### config.mk
export PLATFORM = sky130hd
export DESIGN_NAME = md_issue_ctrl_flat
export DESIGN_NICKNAME = d
export VERILOG_FILES = /design/src/rtl/md_issue_if.sv /design/src/rtl/md_issue_ctrl.sv /design/src/flat_wrapper.sv
export SDC_FILE = /design/constraint.sdc
export NUM_CORES = 1
export LEC_CHECK = 0
export ABC_AREA = 1
export BUFFER_PORTS_ARGS = -buffer_cell sky130_fd_sc_hd__buf_4
export CAP_MARGIN = 5
export CORE_ASPECT_RATIO = 0.9
export CORE_UTILIZATION = 30
export DETAILED_ROUTE_END_ITERATION = 7
export PLACE_DENSITY_LB_ADDON = 0.25
export RECOVER_POWER = 25
export SLEW_MARGIN = 15
export SYNTH_ARGS = -nofsm -noshare
export SYNTH_HDL_FRONTEND = slang
export SYNTH_SLANG_ARGS = --single-unit
### constraint.sdc
create_clock -name clk -period 2 [get_ports clk]
set_clock_uncertainty 0.15 [all_clocks]
set_input_delay 0.1 -clock clk [delete_from_list [all_inputs] [get_ports clk]]
set_output_delay 0.1 -clock clk [all_outputs]
set_load 0.05 [all_outputs]
### src/rtl/md_issue_if.sv
// Handshake and unit-facing signal bundle for md_issue_ctrl.
// master: the issue controller; slave: the E stage plus multiply/divide unit.
interface md_issue_if;
  logic        req_valid;
  logic [3:0]  req_op;
  logic [31:0] req_rs;
  logic [31:0] req_rt;
  logic        req_ready;
  logic        flush;
  logic        md_busy;
  logic [31:0] md_hi;
  logic [31:0] md_lo;
  logic [1:0]  md_cal;
  logic        md_signed;
  logic [1:0]  md_reg_wr;
  logic [31:0] md_a;
  logic [31:0] md_b;
  logic [1:0]  md_ext_int;
  logic        resp_valid;
  logic [31:0] resp_data;
  logic        stall;
  logic        timeout;

  modport master (
    input  req_valid, req_op, req_rs, req_rt, flush, md_busy, md_hi, md_lo,
    output req_ready, md_cal, md_signed, md_reg_wr, md_a, md_b, md_ext_int,
           resp_valid, resp_data, stall, timeout
  );

  modport slave (
    output req_valid, req_op, req_rs, req_rt, flush, md_busy, md_hi, md_lo,
    input  req_ready, md_cal, md_signed, md_reg_wr, md_a, md_b, md_ext_int,
           resp_valid, resp_data, stall, timeout
  );
endinterface

### src/rtl/md_issue_ctrl.sv
// Issue FSM between the E stage and the HI/LO multiply/divide unit.
// Optional MD_DIV0_SKIP_EN: divides with a zero divisor complete without issuing.
module md_issue_ctrl #(
  parameter int WAIT_MAX = 31
) (
  input  logic       clk,
  input  logic       reset,
  md_issue_if.master bus,
  output logic [2:0] dbg_state_o
);

  localparam logic [2:0] S_IDLE  = 3'd0;
  localparam logic [2:0] S_START = 3'd1;
  localparam logic [2:0] S_WAIT  = 3'd2;
  localparam logic [2:0] S_MOVE  = 3'd3;
  localparam logic [2:0] S_READ  = 3'd4;
  localparam logic [2:0] S_DONE  = 3'd5;

  localparam logic [3:0] OP_MULT  = 4'd1;
  localparam logic [3:0] OP_MULTU = 4'd2;
  localparam logic [3:0] OP_DIV   = 4'd3;
  localparam logic [3:0] OP_DIVU  = 4'd4;
  localparam logic [3:0] OP_MFHI  = 4'd5;
  localparam logic [3:0] OP_MFLO  = 4'd6;
  localparam logic [3:0] OP_MTHI  = 4'd7;
  localparam logic [3:0] OP_MTLO  = 4'd8;

  localparam logic [4:0] WAIT_LAST = 5'(WAIT_MAX - 1);

  logic [2:0]  state_q, state_d;
  logic [3:0]  op_q, op_d;
  logic [31:0] rs_q, rs_d;
  logic [31:0] rt_q, rt_d;
  logic [31:0] result_q, result_d;
  logic [4:0]  wait_cnt_q, wait_cnt_d;
  logic        timeout_q, timeout_d;
  logic [1:0]  md_cal_q, md_cal_d;
  logic        md_signed_q, md_signed_d;
  logic [1:0]  md_reg_wr_q, md_reg_wr_d;

  logic req_ready;
  logic handshake;
  logic is_div_op;

  assign req_ready = (state_q == S_IDLE) & ~bus.md_busy & ~bus.flush;
  assign handshake = bus.req_valid & req_ready;
  assign is_div_op = (bus.req_op == OP_DIV) | (bus.req_op == OP_DIVU);

  always_comb begin
    state_d    = state_q;
    op_d       = op_q;
    rs_d       = rs_q;
    rt_d       = rt_q;
    result_d   = result_q;
    wait_cnt_d = wait_cnt_q;
    timeout_d  = timeout_q;

    case (state_q)
      S_IDLE: begin
        if (handshake) begin
          op_d     = bus.req_op;
          result_d = '0;
          case (bus.req_op)
            OP_MULT, OP_MULTU, OP_DIV, OP_DIVU: begin
              rs_d    = bus.req_rs;
              rt_d    = bus.req_rt;
              state_d = S_START;
`ifdef MD_DIV0_SKIP_EN
              if (is_div_op && (bus.req_rt == '0)) state_d = S_DONE;
`endif
            end
            OP_MTHI, OP_MTLO: begin
              rs_d    = bus.req_rs;
              state_d = S_MOVE;
            end
            OP_MFHI, OP_MFLO: state_d = S_READ;
            default:          state_d = S_DONE;
          endcase
        end
      end
      S_START: begin
        wait_cnt_d = '0;
        state_d    = S_WAIT;
      end
      S_WAIT: begin
        if (!bus.md_busy) begin
          state_d = S_DONE;
        end else begin
          wait_cnt_d = wait_cnt_q + 5'd1;
          if (wait_cnt_q == WAIT_LAST) begin
            timeout_d = 1'b1;
            state_d   = S_DONE;
          end
        end
      end
      S_MOVE: state_d = S_DONE;
      S_READ: begin
        result_d = (op_q == OP_MFHI) ? bus.md_hi : bus.md_lo;
        state_d  = S_DONE;
      end
      S_DONE:  state_d = S_IDLE;
      default: state_d = S_IDLE;
    endcase

    if (bus.flush) state_d = S_IDLE;
  end

  // Unit-facing strobes are decoded from the next state so they come straight from flops.
  always_comb begin
    md_cal_d    = 2'b00;
    md_signed_d = 1'b0;
    md_reg_wr_d = 2'b00;
    if (state_d == S_START) begin
      md_cal_d    = ((op_d == OP_DIV) || (op_d == OP_DIVU)) ? 2'b10 : 2'b01;
      md_signed_d = (op_d == OP_MULT) || (op_d == OP_DIV);
    end
    if (state_d == S_MOVE) begin
      md_reg_wr_d = (op_d == OP_MTHI) ? 2'b01 : 2'b10;
    end
  end

  always_ff @(posedge clk) begin
    if (reset) begin
      state_q     <= S_IDLE;
      op_q        <= '0;
      rs_q        <= '0;
      rt_q        <= '0;
      result_q    <= '0;
      wait_cnt_q  <= '0;
      timeout_q   <= 1'b0;
      md_cal_q    <= 2'b00;
      md_signed_q <= 1'b0;
      md_reg_wr_q <= 2'b00;
    end else begin
      state_q     <= state_d;
      op_q        <= op_d;
      rs_q        <= rs_d;
      rt_q        <= rt_d;
      result_q    <= result_d;
      wait_cnt_q  <= wait_cnt_d;
      timeout_q   <= timeout_d;
      md_cal_q    <= md_cal_d;
      md_signed_q <= md_signed_d;
      md_reg_wr_q <= md_reg_wr_d;
    end
  end

  // Flush is the only input allowed to reach the unit combinationally: it cancels this cycle.
  assign bus.req_ready  = req_ready;
  assign bus.stall      = bus.req_valid & ~req_ready;
  assign bus.md_cal     = md_cal_q & {2{~bus.flush}};
  assign bus.md_reg_wr  = md_reg_wr_q & {2{~bus.flush}};
  assign bus.md_signed  = md_signed_q;
  assign bus.md_a       = rs_q;
  assign bus.md_b       = rt_q;
  assign bus.md_ext_int = {1'b0, bus.flush & ~reset};
  assign bus.resp_valid = (state_q == S_DONE) & ~bus.flush;
  assign bus.resp_data  = bus.resp_valid ? result_q : '0;
  assign bus.timeout    = timeout_q;
  assign dbg_state_o    = state_q;

endmodule

### src/flat_wrapper.sv
// flat-port wrapper written by rule: the top's interface ports become plain ports
module md_issue_ctrl_flat 
#(
  parameter int WAIT_MAX = 31
)
  (clk, reset, dbg_state_o, bus_req_valid, bus_req_op, bus_req_rs, bus_req_rt, bus_flush, bus_md_busy, bus_md_hi, bus_md_lo, bus_req_ready, bus_md_cal, bus_md_signed, bus_md_reg_wr, bus_md_a, bus_md_b, bus_md_ext_int, bus_resp_valid, bus_resp_data, bus_stall, bus_timeout);
  md_issue_if bus_i ();
  input  logic clk;
  input  logic reset;
  output logic [2:0] dbg_state_o;
  input wire logic [$bits(bus_i.req_valid)-1:0] bus_req_valid;
  input wire logic [$bits(bus_i.req_op)-1:0] bus_req_op;
  input wire logic [$bits(bus_i.req_rs)-1:0] bus_req_rs;
  input wire logic [$bits(bus_i.req_rt)-1:0] bus_req_rt;
  input wire logic [$bits(bus_i.flush)-1:0] bus_flush;
  input wire logic [$bits(bus_i.md_busy)-1:0] bus_md_busy;
  input wire logic [$bits(bus_i.md_hi)-1:0] bus_md_hi;
  input wire logic [$bits(bus_i.md_lo)-1:0] bus_md_lo;
  output wire logic [$bits(bus_i.req_ready)-1:0] bus_req_ready;
  output wire logic [$bits(bus_i.md_cal)-1:0] bus_md_cal;
  output wire logic [$bits(bus_i.md_signed)-1:0] bus_md_signed;
  output wire logic [$bits(bus_i.md_reg_wr)-1:0] bus_md_reg_wr;
  output wire logic [$bits(bus_i.md_a)-1:0] bus_md_a;
  output wire logic [$bits(bus_i.md_b)-1:0] bus_md_b;
  output wire logic [$bits(bus_i.md_ext_int)-1:0] bus_md_ext_int;
  output wire logic [$bits(bus_i.resp_valid)-1:0] bus_resp_valid;
  output wire logic [$bits(bus_i.resp_data)-1:0] bus_resp_data;
  output wire logic [$bits(bus_i.stall)-1:0] bus_stall;
  output wire logic [$bits(bus_i.timeout)-1:0] bus_timeout;
  assign bus_i.req_valid = bus_req_valid;
  assign bus_i.req_op = bus_req_op;
  assign bus_i.req_rs = bus_req_rs;
  assign bus_i.req_rt = bus_req_rt;
  assign bus_i.flush = bus_flush;
  assign bus_i.md_busy = bus_md_busy;
  assign bus_i.md_hi = bus_md_hi;
  assign bus_i.md_lo = bus_md_lo;
  assign bus_req_ready = bus_i.req_ready;
  assign bus_md_cal = bus_i.md_cal;
  assign bus_md_signed = bus_i.md_signed;
  assign bus_md_reg_wr = bus_i.md_reg_wr;
  assign bus_md_a = bus_i.md_a;
  assign bus_md_b = bus_i.md_b;
  assign bus_md_ext_int = bus_i.md_ext_int;
  assign bus_resp_valid = bus_i.resp_valid;
  assign bus_resp_data = bus_i.resp_data;
  assign bus_stall = bus_i.stall;
  assign bus_timeout = bus_i.timeout;
  md_issue_ctrl #(.WAIT_MAX(WAIT_MAX)) u_core (.clk(clk), .reset(reset), .bus(bus_i), .dbg_state_o(dbg_state_o));
endmodule
Yosys cells after proc, flatten, opt, wreduce, memory -nomap -nowiden
Cells that the tools add are included.
{"block": "totals", "reg_bits": 114, "input_bits": 137}
{"block": "classes", "n_addsub": 1, "eq_ne": 23, "muxes": 16, "n_bitwise": 14, "n_reduce_logical": 17}
{"cell": "$mux W32", "n": 3}
{"cell": "$pmux W32 S2", "n": 1}
{"cell": "$eq A4 B3 Y1 const B", "n": 7}
{"cell": "$eq A4 B2 Y1 const B", "n": 3}
{"cell": "$mux W3", "n": 4}
{"cell": "$pmux W3 S4", "n": 1}
{"cell": "$pmux W5 S2", "n": 1}
{"cell": "$reduce_or A2 Y1", "n": 5}
{"cell": "$eq A3 B2 Y1 const B", "n": 3}
{"cell": "$pmux W3 S3", "n": 1}
{"cell": "$reduce_and A3 Y1", "n": 3}
{"cell": "$eq A4 B1 Y1 const B", "n": 2}
{"cell": "$mux W4", "n": 2}
{"cell": "$and A1 B1 Y1", "n": 6}
{"cell": "$eq A3 B1 Y1 const B", "n": 2}
{"cell": "$eq A3 B3 Y1 const B", "n": 2}
{"cell": "$not A1 Y1", "n": 6}
{"cell": "$reduce_or A6 Y1", "n": 1}
{"cell": "$add A5 B1 Y5 const B", "n": 1}
{"cell": "$eq A5 B5 Y1 const B", "n": 1}
{"cell": "$mux W5", "n": 1}
{"cell": "$and A2 B2 Y2", "n": 2}
{"cell": "$eq A4 B4 Y1 const B", "n": 1}
{"cell": "$mux W2", "n": 2}
{"cell": "other kinds (7)", "n": 10}

Depth between registers and ports, before layout
Gate-level depths: netlist of run 1.
{"block": "depth", "ltp_word": 10, "mapped_depth": 10}

Worst setup path after synthesis of run 1
Ideal clock, no wire load.
{"block": "synth_timing", "path_type": "reg2out", "from": "register u_core.state_q[2], in the netlist u_core.dbg_state_o[2]", "to": "output bus_resp_data[10]", "t_arrival_ns": 3.210, "path_slack_ns": -1.460, "stages_incl_launch_ff": 6, "n_path_buf": 1, "path_cell_list": "dfxtp_1 > inv_1 > nor3_1 > inv_1 > clkbuf_1 > nor2_1"}
{"block": "synth_via", "elab_chain_len": 3}
{"element": "start: declaration", "line_no": "md_issue_ctrl.sv:30", "rtl": "logic [2:0] state_q, state_d;"}
{"element": "start signal: assignment", "line_no": "md_issue_ctrl.sv:135", "rtl": "state_q <= state_d;"}
{"element": "$eq A3 B3 Y1", "line_no": "md_issue_ctrl.sv:157", "rtl": "assign bus.resp_valid = (state_q == S_DONE) & ~bus.flush;"}
{"element": "$and A1 B1 Y1", "line_no": "md_issue_ctrl.sv:157"}
{"element": "net bus_resp_valid", "line_no": "flat_wrapper.sv:26", "rtl": "output wire logic [$bits(bus_i.resp_valid)-1:0] bus_resp_valid;"}
{"element": "$mux W32", "line_no": "md_issue_ctrl.sv:158", "rtl": "assign bus.resp_data = bus.resp_valid ? result_q : '0;"}
{"element": "end: declaration", "line_no": "flat_wrapper.sv:27", "rtl": "output wire logic [$bits(bus_i.resp_data)-1:0] bus_resp_data;"}
The timed path passes the listed nets, and every way through them passes these cells.

Final worst setup path of run 1
{"block": "layout_timing", "from": "register u_core.op_q[3]", "to": "register u_core.result_q[4]"}
{"block": "layout_via", "elab_chain_len": 3}
{"element": "start: declaration", "line_no": "md_issue_ctrl.sv:31", "rtl": "logic [3:0] op_q, op_d;"}
{"element": "start signal: assignment", "line_no": "md_issue_ctrl.sv:136", "rtl": "op_q <= op_d;"}
{"element": "$eq A4 B3 Y1", "line_no": "md_issue_ctrl.sv:98", "rtl": "result_d = (op_q == OP_MFHI) ? bus.md_hi : bus.md_lo;"}
{"element": "$mux W32", "line_no": "md_issue_ctrl.sv:98"}
{"element": "$pmux W32 S2", "line_no": "md_issue_ctrl.sv:58", "rtl": "case (state_q)"}
{"element": "end signal: assignment", "line_no": "md_issue_ctrl.sv:139", "rtl": "result_q <= result_d;"}
{"element": "end: declaration", "line_no": "md_issue_ctrl.sv:34", "rtl": "logic [31:0] result_q, result_d;"}
No other way between the ends.
A chain may end at the register's enable or synchronous reset.

==> summary.txt, run 1 <==
Outcome
  • Status: complete, but fails checks
  • Failing checks: negative hold slack

Power
  • P_leak: 3.87 nW
  • Comb power frac: 13.6%
  • Switching Share: 24.1%
  • Sequential power share: 36.4%
  • Int Power: 4.88 mW
  • Peak supply drop: 0.000538 V
  • Power per cell area: 695 nW/um^2
  • Net Sw Power: 1.55 mW
  • Clock power frac: 50.0%

Worst setup path
  • Worst path slowest cell: dlygate4sd3_1
  • Crit Path Category: flop to flop
  • Worst setup EP type: flop
  • FF-to-FF End: u_core.result_q[4]$_SDFFE_PP0P_
  • Critical Path Source Type: flop
  • Critical Path RT: 2.12 ns
  • Register-to-register path setup slack: 0.02 ns
  • WP data arrival: 2.10 ns
  • Max incr delay on CP: 0.58 ns
  • CP bufs+invs: 3
  • CP cell instances: inv_1 -> nand4_1 -> buf_4 -> o21ai_0 -> dlygate4sd3_1 -> a21oi_1
  • Worst flop-to-flop path startpoint: u_core.op_q[3]$_SDFF_PP0_
  • Reg2Reg Depth: 6
  • CP top delay family: buffers and inverters
  • Crit Path Max Fanout: 32

Detailed routing
  • Via count: 5898
  • First drt pass iteration count: 4
  • Antenna-violating nets left: 0
  • DRC marker count from the first detailed-route iteration: 270
  • Avg WL per Cell: 13.3 um
  • Via-per-instance ratio: 4.42
  • Routed wire length: 17.7 mm
  • DRC: 0

Finish
  • Most common cell after layout, fill and taps aside: buf_4
  • # diodes: 0
  • Post-Layout Cell Count: 1335
  • Area grow syn2layout: 86.1%
  • Commonest cells after routing, fill and taps aside: buf_4, nor2_1, dlygate4sd3_1, nand2_1, dfxtp_1
  • Proportion of layout cells with a drive suffix above 1: 26.6%
  • Final Util: 57.1%
  • Fin nets: 1254

Min path
  • Hold Crit Start: bus_md_lo[8]
  • Hold depth: 5
  • Hold crit path type: input pin to flop
  • Hold Path End: u_core.result_q[8]$_SDFFE_PP0P_

Place
  • Setup WS pre-CTS: 0.174 ns
  • Placed cell count: 1163
  • DP Wirelength: 10.7 mm
  • IO Port Bufs: 245
  • Routability cong.: 0.845

Timing
  • Smallest setup slack after layout: 0.0225 ns
  • Final hold vios: 1
  • Setup violators final: 0
  • Tmin final: 1.98 ns
  • Crit share post-route: 98.9%
  • Setup TNS: 0 ns
  • Slew @ Worst Pin: 0.911 ns
  • Unrepaired setup endpoints after global routing: true
  • Slew HR: 39.1%
  • Min Hold Slack: -0.0400 ns
  • Fin. max-slew vios: 0
  • Highest clock rate: 0.506 GHz

Clock network
  • Number of CTS-inserted buffers: 17
  • Clock H-tree levels: 4
  • CTS tree: built
  • Clock Path Buffers: 2
  • Clock Latency Late Sink: 0.40 ns
  • CTS root buffer: clkbuf_16
  • CTS sink count: 114
  • Clk slew on worst S/H paths: 0.06 ns

Global route
  • Total track usage: 19.9%
  • Initial antenna violation count: 0
  • First-pass GRT wire length: 26.4 mm
  • Remaining Overflow, GRT: 0
  • Largest net degree at the start of global routing: 72
  • Vias in the first global route: 5554

Floorplan
  • Die H: 124 um
  • Core Box Area: 16200 sq um
  • FP Rows: 44
  • IO Pins: 247
  • Die Width: 138 um
  • Die Footprint: 17100 sq um
  • Initial Util: 30.7%

Synthesis
  • Syn Nets: 878
  • Top cells by area, synth: dfxtp_1, nor2_1, nand2_1, a21oi_1, o21ai_0
  • Sequential share of the synthesized area: 45.9%
  • Yosys top cell area share: 45.9%
  • Post-synth cell types: 26
  • Yosys reg bits: 114
  • Synth area leader: dfxtp_1
  • Mapped Area: 4970 sq um
  • Synth Instances: 739
  • Yosys warns: 0
  • Synth Area per Inst: 6.72 sq um

Job
  • Max-Cap Viols: 0
-- registers in the layout (all words and copies together), names as in the netlist --
signal,cells
u_core.op_q,4
u_core.md_cal_q,2
u_core.bus.timeout,1
u_core.dbg_state_o,3
u_core.md_reg_wr_q,2
u_core.wait_cnt_q,5
u_core.bus.md_a,32
u_core.bus.md_b,32
u_core.result_q,32
u_core.bus.md_signed,1
-- worst max path at each step --
stage                                     startpoint                                to  slack, ns  depth (start not counted)
floorplan           u_core.dbg_state_o[0]$_SDFF_PP0_                 bus_resp_data[10]      0.002                          5
global placement    u_core.dbg_state_o[2]$_SDFF_PP0_   u_core.result_q[3]$_SDFFE_PP0P_       0.19                          6
detailed placement  u_core.dbg_state_o[1]$_SDFF_PP0_   u_core.result_q[3]$_SDFFE_PP0P_       0.17                          6
CTS                 u_core.dbg_state_o[2]$_SDFF_PP0_                 bus_resp_data[11]       0.02                          6
global route               u_core.op_q[1]$_SDFF_PP0_  u_core.result_q[10]$_SDFFE_PP0P_      -0.08                          6
finish                     u_core.op_q[3]$_SDFF_PP0_   u_core.result_q[4]$_SDFFE_PP0P_       0.02                          6
-- power groups by stage --
| stage | Clock (mW) | Combinational, mW | Sequential [mW] |
|---|---|---|---|
| floorplan | 0 | 0.243 | 2.49 |
| global placement | 0 | 0.668 | 2.39 |
| detailed placement | 0 | 0.668 | 2.39 |
| CTS | 3.29 | 0.879 | 2.34 |
| global route | 3.41 | 0.944 | 2.34 |
| finish | 3.21 | 0.876 | 2.34 |
-- repair_timing --
| action | CTS | global route |
|---|---|---|
| buffers inserted | 0 | 2 |
| endpoints found under the hold margin | 108 | 0 |
| setup endpoints to repair | 0 | 73 |
| gates resized for setup | 0 | 31 |
| hold buffers | 136 | 0 |
-- synth_stat cells --
master    count
a21oi_1      66
a21oi_2       1
and3_1        1
buf_1         3
buf_2        19
buf_4         4
buf_6         1
clkbuf_1     17
conb_1        1
dfxtp_1     114
ha_1          2
inv_1        63
inv_2         1
nand2_1     121
nand3_1      40
nand3_2       1
nand4_1       3
nor2_1      203
nor2_2        3
nor2_4        2
nor3_1        4
nor3b_1       1
o211ai_1      1
o21ai_0      64
o21ai_1       2
xor2_1        1
-- per-layer routing --
layer	GRT usage [%]	share of wire, %	vias to the layer above
met1	23.8	45	2608
met3	5.25	6.6	23
li1	-	-	3071
met2	33.5	47	196
met5	0	0	-
met4	8.93	1.9	0
-- worst register-to-register path: cells and delay by family (launching register included) --
| kind | cells | cell delay, ns |
|---|---|---|
| AND/OR/NAND/NOR | 1 | 0.19 |
| buffers and inverters | 3 | 0.95 |
| flip-flops | 1 | 0.31 |
| AO/OA/AOI/OAI | 2 | 0.26 |
-- final cells by class --
class | count | area, sq um
clock buffers | 20 | 447
clock inverters | 12 | 180
fillers | 1504 | 6940
inverters | 64 | 243
multi-input cells | 517 | 2500
flip-flops and latches | 114 | 2290
well taps | 207 | 259
repair buffers | 401 | 3330
-- through the flow --
stage	power, mW	cell area [sq um]
2_1_floorplan	2.73	5290
3_3_place_gp	3.06	7260
3_5_place_dp	3.05	7260
4_1_cts	6.51	9250
5_1_grt	6.70	9250
6_report	6.43	9250
-- cells by family (layout without fill, tap and decap cells) --
family | count (synthesis) | count (layout) | share of synthesized area (%)
AO/OA/AOI/OAI | 134 | 134 | 13.6
AND/OR/NAND/NOR | 379 | 379 | 30.6
flip-flops | 114 | 114 | 45.9
other | 1 | 1 | 0.0755
adder cells (fa/ha/maj) | 2 | 2 | 0.504
XOR/XNOR | 1 | 1 | 0.176
buffers and inverters | 108 | 497 | 9.09
Power figures use the tool's default switching activity.
==> run 2: changes to the inputs <==
- ABC_AREA: 1 -> not set
==> run 2 against run 1 <==
Against the previous run:
- fmax fell by 1.1%
- synthesized area grew 3.6%
- register-to-register slack improved by 0.08 ns
- sequential share of layout area decreased by 0.82 points
- count of clock-buffer cells in the layout did not move
- critical path type is now flop to primary output
- the flow now finishes without violations
==> summary.txt, run 2 <==
Synthesis
  • Post-synth cell types: 52 (+100%)
  • Synth Area in Compound Gates: 12.2% (-1.4 points)
  • Synth Area per Inst: 9.31 sq um (+38%)
  • Mapped Area: 5150 sq um (+3.6%)
  • Ys flop type: dfxtp_1
  • Synth area leader: dfxtp_1
  • Yosys warns: 0 (unchanged)
  • Simple-Gate Fraction of Synth Area: 24.3% (-6.3 points)
  • Top cells by area, synth: dfxtp_1, mux2i_1, nand2b_1, nand2_1, o2bb2ai_1
  • Yosys top cell area share: 44.3% (-1.6 points)
  • Largest family of logic cells by synthesized area: simple AND/OR/NAND/NOR gates
  • Multiplexer share of the synthesized area: 12.6% (+13 points)
  • Post-synth ARST share: 0% (unchanged)
  • Synth Area in XOR/XNOR: 0.851% (+0.67 points)
  • Most common cell in the netlist: dfxtp_1
  • Post-synthesis adder-cell area fraction: 0.486% (-0.017 points)
  • Synth Instances: 553 (-25%)
  • Post-synth EDFFs: 0 (unchanged)
  • Top cells by count, synth: dfxtp_1, nand2_1, nand2b_1
  • Yosys reg bits: 114 (unchanged)
  • Syn Nets: 692 (-21%)
  • Sequential share of the synthesized area: 44.3% (-1.6 points)

Floorplan
  • Die Width: 140 um (+1.7%)
  • Die H: 126 um (+1.7%)
  • IO Pins: 247 (unchanged)
  • FP Rows: 45 (+2.3%)
  • Initial Util: 30.6% (-0.13 points)
  • Core Box Area: 16800 sq um (+4.0%)
  • Die Footprint: 17700 sq um (+3.5%)

Finish
  • Most common cell after layout, fill and taps aside: buf_4
  • Proportion of layout cells with a drive suffix above 1: 33.2% (+6.6 points)
  • Post-Layout Cell Count: 1166 (-13%)
  • Final Util: 56.7% (-0.39 points)
  • Fin nets: 1082 (-14%)
  • Area grow syn2layout: 85.6%
  • Commonest cells after routing, fill and taps aside: buf_4, dlygate4sd3_1, dfxtp_1, nand2_1, nand2b_1
  • Fillers: 1455 (-3.3%)
  • # diodes: 0 (unchanged)
  • Post-route cell area: 9550 sq um (+3.3%)

Global route
  • Largest net degree at the start of global routing: 72 (unchanged)
  • Vias in the first global route: 5373 (-3.3%)
  • Initial antenna violation count: 1 (+1)
  • First-pass GRT wire length: 26.7 mm (+1.2%)
  • Remaining Overflow, GRT: 0 (unchanged)
  • Total track usage: 19.2% (-0.78 points)

Worst setup path
  • WP data arrival: 1.75 ns (-0.35 ns)
  • CP top delay family: buffers and inverters
  • Worst path slowest cell: dfxtp_2
  • Crit Path Category: flop to primary output
  • Critical Path Source Type: flop
  • CP bufs+invs: 4 (+1)
  • Setup crit start: u_core.dbg_state_o[1]$_SDFF_PP0_
  • Reg2Reg Depth: 5 (-1)
  • CP cell instances: buf_6 -> nand2b_4 -> nor3b_4 -> buf_6 -> buf_8 -> and2_4 -> buf_8
  • Worst flop-to-flop path startpoint: u_core.dbg_state_o[2]$_SDFF_PP0_
  • Critical Path RT: 1.75 ns (-0.37 ns)
  • Worst path depth: 7 (+1)
  • Worst setup EP type: primary output
  • FF-to-FF End: u_core.md_cal_q[1]$_SDFF_PP0_
  • Max incr delay on CP: 0.32 ns (-0.26 ns)
  • Crit Path Max Fanout: 8 (-75%)
  • Register-to-register path setup slack: 0.10 ns (+0.08 ns)
  • Critical Path End: bus_resp_data[16]

Timing
  • Final hold vios: 0 (-1)
  • Slew @ Worst Pin: 0.716 ns (-0.195 ns)
  • Setup violators final: 0 (unchanged)
  • Unrepaired setup endpoints after global routing: true
  • Slew HR: 52.3% (+13 points)
  • Highest clock rate: 0.500 GHz (-1.1%)
  • Fin. max-slew vios: 0 (unchanged)
  • Smallest setup slack after layout: 0.000711 ns (-0.0218 ns)
  • Min Hold Slack: 0.0490 ns (+0.0890 ns)
  • Tmin final: 2.00 ns (+0.0218 ns)
  • Crit share post-route: 100% (+1.1 points)

Power
  • Peak supply drop: 0.000776 V (+44%)
  • P_leak: 3.83 nW (-0.94%)
  • Power per cell area: 642 nW/um^2 (-7.7%)

Clock network
  • CTS tree: built
  • Number of CTS-inserted buffers: 17 (unchanged)
  • Clock Path Buffers: 2 (unchanged)
  • CTS root buffer: clkbuf_16
  • Clk slew on worst S/H paths: 0.05 ns (about the same)
  • Clock H-tree levels: 4 (unchanged)
  • Clock Latency Late Sink: 0.40 ns (about the same)
  • CTS sink count: 114 (unchanged)

Place
  • IO Port Bufs: 245 (unchanged)
  • Cell area after placement: 7350 sq um (+1.3%)
  • Routability cong.: 0.770 (-8.9%)
  • Setup WS pre-CTS: -0.0461 ns (-0.220 ns)
  • Placed cell count: 988 (-15%)
  • DP Wirelength: 10.1 mm (-5.8%)

Detailed routing
  • Routed wire length: 17.2 mm (-2.7%)
  • Avg WL per Cell: 14.8 um (+11%)
  • Via-per-instance ratio: 4.56 (+3.1%)
  • DRC marker count from the first detailed-route iteration: 230 (-15%)
  • First drt pass iteration count: 4 (unchanged)
  • DRC: 0 (unchanged)
  • Via count: 5313 (-9.9%)
  • Antenna-violating nets left: 0 (unchanged)

Min path
  • Hold crit path type: input pin to flop

Outcome
  • Status: complete, no violations

Job
  • Max-Cap Viols: 0 (unchanged)
[run 2: worst min path at each step]
| stage | startpoint | end | slack, ns | cells after the start |
|---|---|---|---|---|
| after floorplan | bus_req_rt[0] | u_core.bus.md_b[0]$_SDFFE_PP0P_ | 0.09 | 2 |
| after global placement | bus_req_rt[20] | u_core.bus.md_b[20]$_SDFFE_PP0P_ | 0.20 | 3 |
| after detailed placement | bus_req_rt[29] | u_core.bus.md_b[29]$_SDFFE_PP0P_ | 0.21 | 3 |
| after CTS | bus_flush | u_core.dbg_state_o[1]$_SDFF_PP0_ | 0.03 | 4 |
| after global routing | bus_flush | u_core.dbg_state_o[2]$_SDFF_PP0_ | 0.07 | 4 |
| final | bus_flush | u_core.dbg_state_o[1]$_SDFF_PP0_ | 0.05 | 4 |
[run 2: repair_timing]
| action | CTS | global route |
|---|---|---|
| resized for setup | 60 | 56 |
| pin swaps | 3 | 7 |
| hold buffers | 133 | 0 |
| gates cloned | 2 | 3 |
| endpoints found under the hold margin | 101 | 0 |
| buffers inserted | 6 | 6 |
| endpoints found under the setup margin | 86 | 45 |
[run 2: layer usage]
| metal | part of all wire [%] | vias to the layer above | GRT usage (%) |
|---|---|---|---|
| met3 | 5.1 | 30 | 5.93 |
| met4 | 2.4 | 0 | 7.63 |
| met1 | 44 | 2440 | 22.4 |
| met5 | 0 | - | 0 |
| li1 | - | 2670 | - |
| met2 | 49 | 173 | 32.6 |
[run 2: power by group]
group / leakage, nW / internal, mW / switching [mW]
combinational: 2.62 / 0.486 / 0.359
sequential: 0.922 / 2.31 / 0.0199
clock: 0.286 / 1.91 / 1.05
total: 3.83 / 4.71 / 1.43
[run 2: cell families (layout without fill, tap and decap cells)]
group | count (synthesis) | count (layout)
AOI/OAI and AO/OA | 91 | 91
muxes | 65 | 65
buffers and inverters | 50 | 452
xor gates and xnor gates | 5 | 5
adders and majority gates | 2 | 2
DFF | 114 | 114
and+or+nand+nor | 225 | 225
other | 1 | 1
[run 2: tightest hold or removal path, delay by kind of cell]
family / cells / cell delay, ns
compound gates: 1 / 0.13
buf+inv: 2 / 0.28
simple gates: 1 / 0.04
[run 2: final cells by class]
class,count,area (sq um),area share [%]
Tap cell,211,264,2.76
Multi-Input combinational cell,389,2760,28.8
Clock inverter,11,110,1.15
Inverter,7,26.3,0.275
Sequential cell,114,2290,24.0
Clock buffer,20,468,4.90
Timing Repair Buffer,414,3640,38.1
[run 2: metrics by stage]
step	TNS (ns)	total power, mW
after floorplan	-0.0894	2.68
after global placement	-0.104	2.98
after detailed placement	-0.992	2.99
after CTS	-1.88	6.20
after global routing	-2.26	6.36
final	0	6.13
